**src/rtl/pipe_stage_reg.sv**
```systemverilog
// pipe_stage_reg: valid/ready pipeline register carrying LANES payload lanes plus an rd index.
// Latency: 1 cycle from acceptance to out_* when empty or draining; optional skid via PIPE_STAGE_SKID_EN.
// Backpressure: out_* held while stalled; default in_ready_o is combinational, skid build registers it.
module pipe_stage_reg #(
    parameter int DATA_W = 32,
    parameter int LANES  = 3,
    parameter int RD_W   = 5
) (
    input  logic                    clk,
    input  logic                    rst_n,
    input  logic                    flush_i,
    input  logic                    in_valid_i,
    output logic                    in_ready_o,
    input  logic [LANES*DATA_W-1:0] in_data_i,
    input  logic [RD_W-1:0]         in_rd_i,
    output logic                    out_valid_o,
    input  logic                    out_ready_i,
    output logic [LANES*DATA_W-1:0] out_data_o,
    output logic [RD_W-1:0]         out_rd_o,
    output logic [31:0]             stall_cnt_o
);
    localparam int PAY_W = LANES * DATA_W;

    typedef struct packed {
        logic [RD_W-1:0]  rd;
        logic [PAY_W-1:0] dat;
    } entry_t;

    entry_t      in_ent;
    entry_t      main_q, main_d;
    logic        main_vld_q, main_vld_d;
    logic [31:0] stall_cnt_q, stall_cnt_d;
    logic        accept;
    logic        deliver_slot;
    logic        stalled;

    assign in_ent.rd    = in_rd_i;
    assign in_ent.dat   = in_data_i;
    assign accept       = in_valid_i && in_ready_o;
    // Main register frees up this edge: either empty or its entry is being taken.
    assign deliver_slot = !main_vld_q || out_ready_i;
    assign stalled      = main_vld_q && !out_ready_i && !flush_i;

`ifdef PIPE_STAGE_SKID_EN
    entry_t skid_q, skid_d;
    logic   skid_vld_q, skid_vld_d;

    assign in_ready_o = !skid_vld_q;

    always_comb begin
        main_d     = main_q;
        main_vld_d = main_vld_q;
        skid_d     = skid_q;
        skid_vld_d = skid_vld_q;
        if (flush_i) begin
            main_vld_d = 1'b0;
            skid_vld_d = 1'b0;
        end else if (deliver_slot) begin
            if (skid_vld_q) begin
                main_d     = skid_q;
                main_vld_d = 1'b1;
                skid_vld_d = 1'b0;
            end else if (accept) begin
                main_d     = in_ent;
                main_vld_d = 1'b1;
            end else begin
                main_vld_d = 1'b0;
            end
        end else if (accept) begin
            skid_d     = in_ent;
            skid_vld_d = 1'b1;
        end
    end

    always_ff @(posedge clk or negedge rst_n) begin
        if (!rst_n) begin
            skid_q     <= '0;
            skid_vld_q <= 1'b0;
        end else begin
            skid_q     <= skid_d;
            skid_vld_q <= skid_vld_d;
        end
    end
`else
    assign in_ready_o = deliver_slot;

    always_comb begin
        main_d     = main_q;
        main_vld_d = main_vld_q;
        if (flush_i) begin
            main_vld_d = 1'b0;
        end else if (accept) begin
            main_d     = in_ent;
            main_vld_d = 1'b1;
        end else if (deliver_slot) begin
            main_vld_d = 1'b0;
        end
    end
`endif

    always_comb begin
        stall_cnt_d = stall_cnt_q;
        if (stalled && (stall_cnt_q != 32'hFFFF_FFFF)) begin
            stall_cnt_d = stall_cnt_q + 32'd1;
        end
    end

    always_ff @(posedge clk or negedge rst_n) begin
        if (!rst_n) begin
            main_q      <= '0;
            main_vld_q  <= 1'b0;
            stall_cnt_q <= '0;
        end else begin
            main_q      <= main_d;
            main_vld_q  <= main_vld_d;
            stall_cnt_q <= stall_cnt_d;
        end
    end

    assign out_valid_o = main_vld_q;
    assign out_data_o  = main_q.dat;
    assign out_rd_o    = main_q.rd;
    assign stall_cnt_o = stall_cnt_q;

endmodule

```
**config.mk**
```make
export PLATFORM = sky130hd
export DESIGN_NAME = pipe_stage_reg
export DESIGN_NICKNAME = d
export VERILOG_FILES = /design/src/rtl/pipe_stage_reg.sv
export SDC_FILE = /design/constraint.sdc
export NUM_CORES = 1
export LEC_CHECK = 0
export ABC_AREA = 1
export CAP_MARGIN = 20
export CORE_ASPECT_RATIO = 0.75
export CORE_MARGIN = 2
export CORE_UTILIZATION = 40
export DETAILED_ROUTE_END_ITERATION = 8
export GPL_TIMING_DRIVEN = 0
export PLACE_DENSITY = 0.85
export SYNTH_ARGS = -nofsm -noshare
export SYNTH_HDL_FRONTEND = slang
export SYNTH_SLANG_ARGS = --single-unit
export TNS_END_PERCENT = 50
```
**constraint.sdc**
```tcl
create_clock -name clk -period 3.95 [get_ports clk]
set_input_delay 0.5925 -clock clk [delete_from_list [all_inputs] [get_ports clk]]
set_output_delay 0.5925 -clock clk [all_outputs]
set_load 0.01 [all_outputs]
```
==> results_dict.tcl, run 1 <==
set metrics [dict create \
    run_status "finished clean" \
    timing.hold.ws_ns 0.159 \
    final-hold-violation-count 0 \
    synth.avg_cell_area_um2 10.7 \
    worst-path-max-fanout 2 \
    internal_mw 2.98 \
    worst-r2r-setup-slack_ns 2.11 \
    insertedDiodeCount 0 \
    antenna_found_initial 0 \
    synth-warning-count 0 \
    cts_tree "built" \
    crit-reg2reg-capture "stall_cnt_o[19]$_DFFE_PN0P_" \
    maximum_count_of_clock_buffers_along_a_single_path 2 \
    multi_input_comb_area_um2 2360 \
    clkPwrFrac_pct 36.2 \
    die_height_um 109 \
    post-route-util_pct 63.3 \
    min_delay_path_class "in2async" \
    globalRouteOverflowTotal 0 \
    vias 4982 \
    setup.worst_path.end_class "output port" \
    htree_levels 4 \
    buffer_ports.inserted 240 \
    synthesis.instances 557 \
    drt_first_iter_violations 277 \
    setup_viol 0 \
    dpl.hpwl_um 13200 \
    fin_skew_ns 0.0112 \
    postRouteAntennaNets 0 \
    worstSetupStartpoint "out_ready_i" \
    routed_wl_um 16900 \
    final_design_area_no_fill_um2 9180 \
    crit_path_end "in_ready_o" \
    die_x_um 145 \
    cts_inserted_buffers 17 \
    area.growth.synth_to_final_pct 54.7 \
    placement_rows 38 \
    place_congestion 1.01 \
    synth_area_um2 5940 \
    r2r-start "out_valid_o$_DFFE_PN0P_" \
    total_power_mw 4.10 \
    cts.clk_slew.worst_paths_ns 0.07 \
    remaining_drc_errors 0 \
    fp.dieArea_um2 15800 \
    synth_enable_flop_cells 0 \
    dpl_cell_area_um2 8620 \
    share_of_post_route_cells_with_drive_strength_above_1_pct 19.6 \
    netSwitchingFraction_pct 27.2 \
    grt_max_degree 69 \
    ctsResizeCount 0 \
    final.setup.worst_slack_ns 1.66 \
    clock_sinks 134 \
    power.sequential.fraction_pct 41.2 \
    top_reg_cell_synth "sky130_fd_sc_hd__dfrtp_1" \
    ys_top_cells_by_count "sky130_fd_sc_hd__nand2_1 (159), sky130_fd_sc_hd__dfrtp_1 (134), sky130_fd_sc_hd__mux2_2 (101)" \
    p_leak_nw 3.84 \
    worst-endpoint-arrival_ns 1.69 \
    grt_first_pass_wirelength_um 25400 \
    post_drt_wl_per_cell_um 16.4 \
    asyncSetResetFlopFracSynth_pct 100 \
    synth.most_common_cell "sky130_fd_sc_hd__nand2_1" \
    netlist.top_cell.by_area "sky130_fd_sc_hd__dfrtp_1" \
    max_slew_margin_pct 57.8 \
    instances_no_fill 1030 \
    core-area_um2 14500 \
    via_per_inst 4.84 \
    io_pins 241 \
    placement.setup.worst_slack_ns 1.45 \
    worstMarginPinSlew_ns 0.633 \
    max_cap_violations 0 \
    clock_insertion_delay_worst_skew_ns 0.40 \
    yosysUniqueCellTypes 22 \
    synth_seq_area_share_pct 56.5 \
    register_area_um2 3350 \
    via_count_of_the_first_global_routing_pass 4817 \
    worst-setup-path-type "in2out" \
    start_util_pct 40.9 \
    power.switching_mw 1.11 \
    first_pass_iters 5 \
    fill_cells 1160 \
    grtUsageTotal_pct 21.1 \
    peakVddDrop_mv 0.289 \
    finalNetCount 924 \
    postSynthNetCount 664 \
    power.share.combinational_pct 22.6 \
    drv_slew 0 \
    required_ns 3.36 \
    ys_seq_elements 134 \
    tns_ns 0 \
    min_period_ns 2.29 \
    synth_area_leaders "sky130_fd_sc_hd__dfrtp_1 (56%), sky130_fd_sc_hd__mux2_2 (19%), sky130_fd_sc_hd__nand2_1 (10%)" \
    power.density_cell_area_nw_per_um2 446 \
    synth.top_cell.area_share_pct 56.5 \
    max_freq_mhz 437 \
    min_period_over_period_pct 57.9 \
    rsz0062_at_grt "no" \
    root_buffer "sky130_fd_sc_hd__clkbuf_16" \
    dp_cells 998 \
    r2r_cells 7 \
    start_kind "primary input" \
    postCtsSetupBuffers 0 \
    cts-hold-fix-buffers 0 \
]
how the worst min path moves through the flow:
stage | from | to | slack (ns)
floorplan | rst_n | out_data_o[0]$_DFFE_PN0P_ | 0.30
global placement | out_data_o[94]$_DFFE_PN0P_ | out_data_o[94]$_DFFE_PN0P_ | 0.48
detailed placement | out_data_o[8]$_DFFE_PN0P_ | out_data_o[8]$_DFFE_PN0P_ | 0.49
CTS | rst_n | stall_cnt_o[29]$_DFFE_PN0P_ | 0.18
global route | rst_n | stall_cnt_o[29]$_DFFE_PN0P_ | 0.21
finish | rst_n | stall_cnt_o[29]$_DFFE_PN0P_ | 0.16
per-layer routing:
metal,GRT usage [%],wire (um),share of wire (%)
met5,0,0,0
met4,9.08,499,3.0
met3,6.14,1430,8.5
met2,33.1,7970,47
met1,27.4,6970,41
cell type report:
| cell class | instances | share of cell area (%) |
|---|---|---|
| clock inverters | 15 | 1.51 |
| multi-input cells | 376 | 25.8 |
| clock buffers | 17 | 4.63 |
| flip-flops and latches | 134 | 36.5 |
| well taps | 200 | 2.73 |
| inverters | 31 | 1.29 |
| repair buffers | 241 | 26.5 |
| plain buffers | 16 | 1.08 |
state kept, by name, summed over array words and instances (netlist names):
signal / flops
stall_cnt_o: 32
out_data_o: 96
out_valid_o: 1
out_rd_o: 5
layout by cell type (no fill, tap or decap):
cell type / Yosys / final
sky130_fd_sc_hd__inv_8: 0 / 3
sky130_fd_sc_hd__nand2_2: 3 / 3
sky130_fd_sc_hd__a21oi_1: 1 / 1
sky130_fd_sc_hd__buf_2: 13 / 13
sky130_fd_sc_hd__o21ai_0: 3 / 3
sky130_fd_sc_hd__nor2_4: 4 / 4
sky130_fd_sc_hd__mux2_2: 101 / 101
sky130_fd_sc_hd__clkbuf_16: 0 / 17
sky130_fd_sc_hd__clkinvlp_4: 0 / 3
sky130_fd_sc_hd__inv_6: 0 / 4
sky130_fd_sc_hd__inv_4: 1 / 1
sky130_fd_sc_hd__buf_16: 0 / 1
sky130_fd_sc_hd__clkinv_4: 0 / 3
sky130_fd_sc_hd__nand3b_1: 8 / 8
sky130_fd_sc_hd__xnor2_1: 5 / 5
sky130_fd_sc_hd__nor2_1: 55 / 55
sky130_fd_sc_hd__clkinv_8: 0 / 1
sky130_fd_sc_hd__nand3_1: 21 / 21
sky130_fd_sc_hd__nand2_4: 2 / 2
sky130_fd_sc_hd__nor2_2: 1 / 1
sky130_fd_sc_hd__xor2_1: 1 / 1
sky130_fd_sc_hd__nand2_1: 159 / 159
sky130_fd_sc_hd__nand2_8: 1 / 1
sky130_fd_sc_hd__clkdlybuf4s50_1: 0 / 239
sky130_fd_sc_hd__nor3_1: 1 / 1
sky130_fd_sc_hd__dfrtp_1: 134 / 134
sky130_fd_sc_hd__buf_6: 3 / 4
sky130_fd_sc_hd__ha_1: 1 / 1
sky130_fd_sc_hd__nand4_1: 9 / 9
sky130_fd_sc_hd__clkinv_2: 0 / 1
sky130_fd_sc_hd__inv_1: 30 / 30
kinds of logic after synthesis:
logic type | synth area share, %
adders and majority gates | 0.211
xor gates and xnor gates | 0.885
and+or+nand+nor | 19.2
AOI/OAI and AO/OA | 0.337
DFF | 56.5
buffers and inverters | 3.67
muxes | 19.2
worst max-delay path, stage by stage:
cell and delay [ns]:
sky130_fd_sc_hd__clkdlybuf4s50_1 0.45, sky130_fd_sc_hd__inv_1 0.05, sky130_fd_sc_hd__nand2_1 0.07, sky130_fd_sc_hd__clkdlybuf4s50_1 0.54
power groups by stage:
stage	Sequential [mW]	Combinational (mW)	Clock, mW
2_1_floorplan	1.79	0.233	0
3_3_place_gp	1.70	0.911	0
3_5_place_dp	1.71	0.934	0
4_1_cts	1.69	0.938	1.52
5_1_grt	1.71	0.990	1.59
6_report	1.69	0.926	1.48
No activity file was read; power rests on OpenSTA's default activity.
==> inputs of run 2 (changes only) <==
--- a/config.mk
+++ b/config.mk
@@ -9,10 +9,10 @@
 export CAP_MARGIN = 20
 export CORE_ASPECT_RATIO = 0.75
 export CORE_MARGIN = 2
-export CORE_UTILIZATION = 40
+export CORE_UTILIZATION = 39
 export DETAILED_ROUTE_END_ITERATION = 8
 export GPL_TIMING_DRIVEN = 0
-export PLACE_DENSITY = 0.85
+export PLACE_DENSITY = 0.86
 export SYNTH_ARGS = -nofsm -noshare
 export SYNTH_HDL_FRONTEND = slang
 export SYNTH_SLANG_ARGS = --single-unit
==> constraint.sdc (replaced) <==
create_clock -name clk -period 2 [get_ports clk]
set_input_delay 0.3 -clock clk [delete_from_list [all_inputs] [get_ports clk]]
set_output_delay 0.3 -clock clk [all_outputs]
set_load 0.01 [all_outputs]
==> run 2 against run 1 <==
  * Clock power grew 110%
  * Register-to-register slack lost 2.0 ns
  * Worst setup slack worse by 1.6 ns
  * Routed wire length down 0.81%
  * Worst hold slack gained 0.23 ns
  * Highest routed layer unchanged
  * Combinational power rose by 97%
  * Non-clock buffer count is 1 higher
  * Clock skew decreased by 0.0016 ns
  * Flip-flop and latch count did not move
  * Design area grew 0.55%
  * Sequential share of layout area down 0.20 points
==> results_dict.tcl, run 2 (synthesized netlist as in run 1, its figures left out) <==
set metrics [dict create \
    placement_rows 39 \
    die_x_um 146 \
    timing.hold.ws_ns 0.391 \
    worst-path-max-fanout 6 \
    routed_wl_um 16700 \
    drt_first_iter_violations 332 \
    remaining_drc_errors 0 \
    via_per_inst 4.76 \
    finalNetCount 925 \
    setup.worst_path.end_class "flop" \
    cts.clk_slew.worst_paths_ns 0.06 \
    buffer_ports.inserted 240 \
    rsz0062_at_grt "no" \
    maximum_count_of_clock_buffers_along_a_single_path 2 \
    largest_reg_flops 96 \
    grt_max_degree 88 \
    max_freq_mhz 524 \
    final-hold-violation-count 0 \
    cts_tree "built" \
    die_height_um 111 \
    cp_cell_sequence "clkdlybuf4s50_1 -> inv_1 -> nand3_1 -> nor2_1 -> nand2_1 -> nor2_1 -> nand3_1 -> nand2_1 -> nand2_1" \
    gate_family_responsible_for_the_most_delay_along_the_worst_path "simple AND/OR/NAND/NOR gates" \
    clock_sinks 134 \
    total_power_mw 8.29 \
    drv_slew 0 \
    min_delay_path_class "in2async" \
    via_count_of_the_first_global_routing_pass 4871 \
    area.growth.synth_to_final_pct 55.5 \
    placement.setup.worst_slack_ns -0.313 \
    power.density_cell_area_nw_per_um2 898 \
    htree_levels 4 \
    dpl.hpwl_um 12800 \
    root_buffer "sky130_fd_sc_hd__clkbuf_16" \
    grt_first_pass_wirelength_um 26500 \
    core-area_um2 15100 \
    max_slew_margin_pct 68.5 \
    worst-endpoint-arrival_ns 2.21 \
    first_pass_iters 5 \
    peakVddDrop_mv 0.620 \
    final_design_area_no_fill_um2 9230 \
    tns_ns 0 \
    cts_inserted_buffers 17 \
    post_drt_wl_per_cell_um 16.1 \
    postCtsSetupBuffers 0 \
    clock_insertion_delay_worst_skew_ns 0.41 \
    setup_viol 0 \
    vias 4936 \
    fp.dieArea_um2 16200 \
    io_pins 241 \
    post-route-util_pct 61.2 \
    min_period_over_period_pct 95.5 \
    final_common_cell "sky130_fd_sc_hd__clkdlybuf4s50_1" \
    run_status "finished clean" \
    postRouteAntennaNets 0 \
    path_buf_inv 2 \
    min_period_ns 1.91 \
    p_leak_nw 3.86 \
    max_cap_violations 0 \
    instances_no_fill 1037 \
    antenna_found_initial 0 \
    timing.critical_path.slowest_stage_cell "sky130_fd_sc_hd__clkdlybuf4s50_1" \
    required_ns 2.30 \
    fin_skew_ns 0.00962 \
    share_of_post_route_cells_with_drive_strength_above_1_pct 19.6 \
    cpMostUsedCell "sky130_fd_sc_hd__nand2_1" \
    dpl_cell_area_um2 8620 \
    worstMarginPinSlew_ns 0.472 \
    final.setup.worst_slack_ns 0.0899 \
    layout_common_cells "sky130_fd_sc_hd__clkdlybuf4s50_1 (239), sky130_fd_sc_hd__nand2_1 (159), sky130_fd_sc_hd__dfrtp_1 (134), sky130_fd_sc_hd__mux2_2 (101), sky130_fd_sc_hd__nor2_1 (54)" \
    start_util_pct 39.4 \
    dp_cells 1003 \
    critical-path-max-stage-delay_ns 0.40 \
    grtUsageTotal_pct 21.0 \
    worst-r2r-setup-slack_ns 0.10 \
    place_congestion 0.947 \
    start_kind "primary input" \
    globalRouteOverflowTotal 0 \
    worst-setup-path-type "in2reg" \
]
[run 2: cell types whose count changed in the layout (fill, tap and decap cells not counted), sizes merged]
cell and delta:
clkbuf +1, dlygate4sd3 +1, clkinv -3, bufinv +2, diode +1
[run 2: where the power goes]
group,total (mW),internal [mW],switching [mW]
combinational,1.82,1.16,0.660
sequential,3.34,3.10,0.244
clock,3.13,1.87,1.26
[run 2: worst paths after layout]
| check | startpoint | to | cells past startpoint |
|---|---|---|---|
| worst max-delay path | flush_i | stall_cnt_o[17]$_DFFE_PN0P_ | 9 |
| worst max register to register | out_valid_o$_DFFE_PN0P_ | stall_cnt_o[17]$_DFFE_PN0P_ | 7 |
| worst min register to register | out_data_o[95]$_DFFE_PN0P_ | out_data_o[95]$_DFFE_PN0P_ | 1 |
| min in group clk | out_data_o[95]$_DFFE_PN0P_ | out_data_o[95]$_DFFE_PN0P_ | 1 |
| worst min-delay path | rst_n | stall_cnt_o[27]$_DFFE_PN0P_ | 2 |
| max in group asynchronous | rst_n | out_data_o[77]$_DFFE_PN0P_ | 3 |
[run 2: repair_timing]
action,4_1_cts,5_1_grt
endpoints found under the hold margin,47,0
hold buffers,1,0
endpoints found under the setup margin,0,3
gates resized for setup,0,1
[run 2: layout make-up]
type	instances	area [um2]
Tap cell	205	256
Fill cell	1203	5850
Buffer	16	98.8
Inverter	31	119
Timing Repair Buffer	242	2440
Clock buffer	18	429
Clock inverter	14	164
Multi-Input combinational cell	376	2370
Sequential cell	134	3350
Antenna cell	1	2.50
[run 2: metal layers]
| layer | track usage [%] | wire, um | up-vias |
|---|---|---|---|
| li1 | - | - | 2349 |
| met1 | 27.1 | 7110 | 2343 |
| met2 | 34.2 | 7980 | 212 |
| met3 | 5.56 | 1200 | 32 |
| met4 | 7.83 | 443 | 0 |
| met5 | 0 | 0 | - |
